--- config.mk ---
export PLATFORM = sky130hd
export DESIGN_NAME = regfile_wb_arbiter
export DESIGN_NICKNAME = d
export VERILOG_FILES = /design/src/rtl/regfile_wb_arbiter.sv
export SDC_FILE = /design/constraint.sdc
export NUM_CORES = 1
export LEC_CHECK = 0
export CAP_MARGIN = 10
export CORE_UTILIZATION = 55
export CTS_BUF_LIST = sky130_fd_sc_hd__clkbuf_4 sky130_fd_sc_hd__clkbuf_8 sky130_fd_sc_hd__clkbuf_16
export CTS_CLUSTER_SIZE = 25
export DETAILED_ROUTE_END_ITERATION = 6
export GPL_ROUTABILITY_DRIVEN = 0
export GPL_TIMING_DRIVEN = 0
export HOLD_SLACK_MARGIN = 0.05
export PLACE_DENSITY = 0.86
export SYNTH_ARGS = -nofsm -noshare
export SYNTH_HDL_FRONTEND = slang
export SYNTH_SLANG_ARGS = --single-unit
--- constraint.sdc ---
create_clock -name clk -period 7.1 [get_ports clk]
set_input_delay 1.065 -clock clk [delete_from_list [all_inputs] [get_ports clk]]
set_output_delay 1.065 -clock clk [all_outputs]
set_load 0.05 [all_outputs]
--- src/rtl/regfile_wb_arbiter.sv ---
// regfile_wb_arbiter
//   Shares the single register-file write port between the in-order pipeline
//   writeback and one long-latency result source. Long-latency results wait
//   in a small FIFO. A starvation counter raises stall_req so the FIFO always
//   drains eventually. A pending-write scoreboard lets decode see RAW hazards
//   on registers that are still waiting for a long-latency result.
//
// Ports
//   clk, reset_n                 clock, synchronous active-low reset
//   pipe_write/addr/data         pipeline writeback request (no backpressure)
//   ll_valid/ready/addr/data     long-latency result handshake (ll_ready registered)
//   issue_valid/addr             long-latency op issued: mark destination pending
//   query_addr1/2, hazard        decode source registers, combinational busy lookup
//   stall_req                    registered: pipeline must not write this cycle
//   write_dest/address_dest/
//   data_dest                    registered regfile write port
module regfile_wb_arbiter #(
  parameter int DEPTH        = 2,
  parameter int STARVE_LIMIT = 4
) (
  input  logic        clk,
  input  logic        reset_n,
  input  logic        pipe_write,
  input  logic [4:0]  pipe_addr,
  input  logic [31:0] pipe_data,
  input  logic        ll_valid,
  output logic        ll_ready,
  input  logic [4:0]  ll_addr,
  input  logic [31:0] ll_data,
  input  logic        issue_valid,
  input  logic [4:0]  issue_addr,
  input  logic [4:0]  query_addr1,
  input  logic [4:0]  query_addr2,
  output logic        hazard,
  output logic        stall_req,
  output logic        write_dest,
  output logic [4:0]  address_dest,
  output logic [31:0] data_dest
);

  localparam int PW = (DEPTH > 1) ? $clog2(DEPTH) : 1;
  localparam int CW = $clog2(DEPTH + 1);
  localparam int SW = $clog2(STARVE_LIMIT + 1);

  logic [4:0]    fifo_addr [DEPTH];
  logic [31:0]   fifo_data [DEPTH];
  logic [PW-1:0] rd_ptr, wr_ptr;
  logic [CW-1:0] count, count_next;
  logic [SW-1:0] starve_cnt, starve_next;
  logic          src_fifo;
  logic [31:0]   busy, busy_next;
  logic          pipe_grant, fifo_grant, push, fifo_empty;

  function automatic logic [PW-1:0] next_ptr(input logic [PW-1:0] p);
    return (p == PW'(DEPTH - 1)) ? '0 : p + PW'(1);
  endfunction

  always_comb begin
    fifo_empty = (count == '0);
    pipe_grant = pipe_write && (pipe_addr != 5'd0);
    fifo_grant = !pipe_grant && !fifo_empty;
    // Register 0 results complete the handshake but are never stored.
    push       = ll_valid && ll_ready && (ll_addr != 5'd0);

    count_next = count;
    if (push && !fifo_grant)
      count_next = count + CW'(1);
    else if (!push && fifo_grant)
      count_next = count - CW'(1);

    starve_next = '0;
    if (!fifo_empty && !fifo_grant)
      starve_next = (starve_cnt == SW'(STARVE_LIMIT)) ? starve_cnt : starve_cnt + SW'(1);
  end

  // A FIFO-sourced write clears its pending bit the cycle it is on the port;
  // a new issue to the same register in that cycle must survive, so set is last.
  always_comb begin
    busy_next = busy;
    if (write_dest && src_fifo)
      busy_next[address_dest] = 1'b0;
    if (issue_valid && (issue_addr != 5'd0))
      busy_next[issue_addr] = 1'b1;
    busy_next[0] = 1'b0;
  end

  assign hazard = busy[query_addr1] | busy[query_addr2];

  always_ff @(posedge clk) begin
    if (push) begin
      fifo_addr[wr_ptr] <= ll_addr;
      fifo_data[wr_ptr] <= ll_data;
    end
  end

  always_ff @(posedge clk) begin
    if (!reset_n) begin
      rd_ptr       <= '0;
      wr_ptr       <= '0;
      count        <= '0;
      ll_ready     <= 1'b0;
      starve_cnt   <= '0;
      stall_req    <= 1'b0;
      write_dest   <= 1'b0;
      address_dest <= 5'd0;
      data_dest    <= 32'd0;
      src_fifo     <= 1'b0;
      busy         <= 32'd0;
    end else begin
      if (push)
        wr_ptr <= next_ptr(wr_ptr);
      if (fifo_grant)
        rd_ptr <= next_ptr(rd_ptr);
      count      <= count_next;
      ll_ready   <= (count_next < CW'(DEPTH));
      starve_cnt <= starve_next;
      stall_req  <= (starve_next == SW'(STARVE_LIMIT));
      write_dest <= pipe_grant || fifo_grant;
      src_fifo   <= fifo_grant;
      if (pipe_grant) begin
        address_dest <= pipe_addr;
        data_dest    <= pipe_data;
      end else if (fifo_grant) begin
        address_dest <= fifo_addr[rd_ptr];
        data_dest    <= fifo_data[rd_ptr];
      end
      busy <= busy_next;
    end
  end

endmodule

**Word-level counts from Yosys, hierarchy flattened**

Memory sizes are Yosys's and may differ from the RTL's. A register that Yosys moved wholly into a read port is not among the register bits.
Cells that the tools add are included.

- Register bits: 80
- Memory bits (writable): 74
- Input bits: 94
- Word-level logic and storage cells: 79
- Memories: 2

Memory list:

| name | words | bits a word | read ports | clocked after Yosys merged registers in | write ports | line | RTL |
|---|---|---|---|---|---|---|---|
| fifo_data | 2 | 32 | 1 | 1 | 1 | 46 | `logic [31:0] fifo_data [DEPTH];` |
| fifo_addr | 2 | 5 | 1 | 1 | 1 | 45 | `logic [4:0] fifo_addr [DEPTH];` |

- $add $sub $neg: 5
- $lt $le $gt $ge: 7
- Equal/unequal tests: 2
- Mux-type cells: 26
- Bitwise operators: 4
- Reduce and logical (&&, ||, !) cells: 21

Operators with widths:

| kind | count |
|---|---|
| $mux 32 | 4 |
| $and 32x32->32 | 1 |
| $not 32->32 | 1 |
| $or 32x32->32 | 1 |
| $lt 5x6->1 const B | 4 |
| $reduce_bool 5->1 | 3 |
| $mux 1 | 12 |
| $logic_and 1x1->1 | 11 |
| $bmux 1 s5 | 2 |
| $demux 1 s5 | 2 |
| $ge 5x1->1 const B | 2 |
| $mux 5 | 2 |
| $eq 3x3->1 const B | 2 |
| $mux 3 | 2 |
| $logic_not 1->1 | 4 |
| $mux 2 | 2 |
| $add 3x1->3 const B | 1 |
| $add 1x1->1 const B | 2 |
| $add 2x1->2 const B | 1 |
| $logic_not 2->1 | 1 |
| $lt 2x2->1 const B | 1 |
| $reduce_bool 2->1 | 1 |
| $sub 2x1->2 const B | 1 |
| $logic_or 1x1->1 | 1 |
| $or 1x1->1 | 1 |

**Depth between registers and ports, before layout**

- Word-level depth: 9
- Mapped depth: 10
- Gate-level depth less buffers: 8

**Least setup slack after synthesis**

Ideal clock, no wire load.

- Path type: input to output
- From: in query_addr1[1]
- To: out hazard
- Data arrival time: 2648 ps
- Required time: 6035 ps
- Setup slack: 3387 ps
- Cell stages on the path: 5
- Cell sequence: clkbuf_1 mux4_2 mux2i_1 o221ai_1 a221o_1

- Longest elaborated chain between the ends: 3

Ends and longest elaborated chain:

| what | line | RTL |
|---|---|---|
| start: declaration | 32 | `input logic [4:0] query_addr1,` |
| $bmux 1 s5 | 87 | `assign hazard = busy[query_addr1] \| busy[query_addr2];` |
| $mux 1 (not written as such) | 87 |  |
| $or 1x1->1 | 87 |  |
| end: declaration | 34 | `output logic hazard,` |

No other way between the ends. The select of a mux whose other input is x is not followed.

**Worst setup path in the final report**

- From: in query_addr1[0]
- To: out hazard

The elaborated chain is that of the path after synthesis.

==> metrics.txt <==
largest net degree at the start of global routing=25; # rows=39; Final ANT Viol Nets=0; nets@finish=a little under 900; Mapped Cells=between 600 and 700; Crit path top cell by count=clkdlybuf4s50_1; layout cell share with drive strength beyond 1=8.58%; Worst Skew=between 0.005 and 0.006 ns; vias in the first global route=between 5000 and 6000; pins over their slew limit=0; average cell area after synthesis=around 11 um^2; initial antenna violation count=0; final worst setup slack=roughly 2.2 ns; IO Port Bufs=129; die span in y=112 um; HPWL Detailed=about 12000 um; register area share after synthesis=approximately 58%; ys async rst share=0%; core area=~0.012 mm^2; Iter 0 DRT Violations=approximately 630; first drt pass iteration count=7; Slowest cell on crit path=clkdlybuf4s50_1; power per cell area=approximately 290 mW/mm^2; library cells used by synthesis=44; synthesis-to-layout area growth=31.9%; CTS Sinks=154; status=finished, violations left; Yosys warning count=0; drt wl/cell=roughly 19 um; gr usage total=a little under 30%; root buf cell=clkbuf_16; Tcrit/Tclk final=69.3%; leading area contributor after synthesis=edfxtp_1; Antenna Diode Count=0; Hold Crit Class=register to register; data required time of the worst path=~6.0 ns; Setup TNS=0 ns; Initial Util=between 50 and 60%; Critical Path End Type=primary output; Critical Path Source Type=primary input; main area contributors after synthesis=edfxtp_1 33%, dfxtp_1 24%, nand2_1 8.4%; EDFF count, synth=74; CTS tree=built; vias per cell=around 6.1; worst path buffer plus inverter count=3; data arrival time of the worst path=between 3 and 4 ns; crit path time final=between 4 and 5 ns; Top FF cell, synth=dfxtp_1; Clock Path Buffers=2; number of top-level pins=between 100 and 150; critical path class=primary input to primary output; CTS resizes=0; clk_lat worst skew=~0.42 ns; Overflow after GRT=0; Mapped Area=0.00664 mm^2; vias=between 5000 and 6000; Filler cells=around 700; leading cell type in the layout, fill and taps excluded=nand2_1; relative slew slack=between 20% and 30%; most frequent cells in the layout=149 x nand2_1, 129 x clkdlybuf4s50_1, 80 x dfxtp_1, 74 x edfxtp_1, 72 x a21oi_1; Die ar.=between 0.01 and 0.015 mm^2; WL final=18200 um; Leak=between 3 and 4 nW; H-tree levels=4; family with the most delay on the worst path=buffers and inverters; DP Worst Slack=approximately 2.2 ns; CTS Buf Count=17; violated checks=DRC; post-CTS setup buffer count=0; final hold vios=0; Synth top area share=around a third; measured slew at the worst slew-check pin=1.14 ns; Synth Register Bits=about 150; maximum vdd drop=0.203 mV; Post-CTS Hold Buffers=0; DR DRC count=6; clk slew on worst S/H paths=approximately 0.060 ns; RSZ-0062 raised after global routing=false; syn_nets=729; upper clock frequency limit=between 0.2 and 0.25 GHz; first-pass GRT wire length=28400 um; setup violators final=0; Critical Path, Cell by Cell=clkdlybuf4s50_1 -> buf_2 -> mux4_2 -> a22oi_1 -> o311ai_0 -> a221o_1 -> clkdlybuf4s50_1; Die Wd=approximately 110 um; CP max stage delay=around 0.70 ns; Max FO, Critical Path=10; Max Cap Viol=0
## cell usage after synthesis, drive strengths merged (3+ instances only)
cell type    n
clkbuf      28
nor2b        4
nor3b        5
nor2        15
mux2         4
edfxtp      74
mux4        15
dfxtp       80
or3          6
a21oi       72
and3         3
buf         11
nand2      149
inv          8
o21ai       70
ha           5
mux2i       42
a2111oi      3
nand3b       4
nand2b       3
## layer usage
layer | routed length [um] | vias up | part of all wire (%) | global-route usage [%]
met5 | 0 | - | 0 | 0
met4 | 470 | 0 | 2.6 | 12.1
met3 | 1860 | 59 | 10 | 8.22
met2 | 9090 | 349 | 50 | 50.7
met1 | 6820 | 2733 | 37 | 35.1
li1 | - | 2568 | - | -
## metrics by stage
stage,std cells,hold WS [ns],power [mW],cell area [um^2],utilization [%]
final,936,0.489,2.54,8760,75.4
after floorplan,630,0.457,1.41,6640,-
after detailed placement,904,0.478,1.62,8160,70.3
after global routing,936,0.508,2.63,8760,75.4
after global placement,902,0.464,1.60,8110,69.9
after CTS,936,0.486,2.53,8760,75.4
## power breakdown
| part | leakage [nW] | internal (mW) | total [mW] | switching [mW] |
|---|---|---|---|---|
| Sequential | 1.33 | 1.01 | 1.04 | 0.0352 |
| Combinational | 1.39 | 0.212 | 0.587 | 0.375 |
| Clock | 0.280 | 0.561 | 0.912 | 0.351 |
| Total | 3.00 | 1.78 | 2.54 | 0.761 |
## final cells by class
cell class	count	area [um^2]	share of cell area (%)
multi-input cells	429	2630	30.0
flip-flops and latches	154	3820	43.6
plain buffers	39	171	1.96
repair buffers	131	1330	15.2
inverters	8	30.0	0.343
clock buffers	20	448	5.11
clock inverters	12	150	1.71
well taps	143	179	2.04
## final timing paths
path               to      startpoint  cells past startpoint  slack, ns
max            hazard  query_addr1[0]                      7       2.18
min          busy[11]        busy[11]                      2       0.49
max reg2reg  ll_ready        register                      9       4.63
min reg2reg  busy[11]        busy[11]                      2       0.49
## worst reg2reg max path, stage by stage, from the launching register on
cell and delay, ns:
dfxtp_1 0.32, inv_1 0.09, ha_1 0.15, clkbuf_1 0.37, clkbuf_1 0.38, nand2b_1 0.24
inv_1 0.07, ha_1 0.24, a211oi_1 0.33, a211oi_1 0.12
## state kept, by name (all words and copies together) (netlist names), 3 cells and up, named ones only
| signal | flops |
|---|---|
| data_dest | 32 |
| address_dest | 5 |
| starve_cnt | 3 |
| busy | 31 |
| fifo_data | 64 |
| fifo_addr | 10 |
## kinds of logic (layout without fill, tap and decap cells)
group           after synthesis  in the layout  share of synthesized area, %
compound gates              159            159                          12.9
buf+inv                      47            210                          3.03
simple gates                202            202                          13.2
mux                          61             61                          12.1
xor+xnor                      2              2                         0.264
fa+ha+maj                     5              5                         0.942
flops                       154            154                          57.6
(Power assumes the default switching activity.)
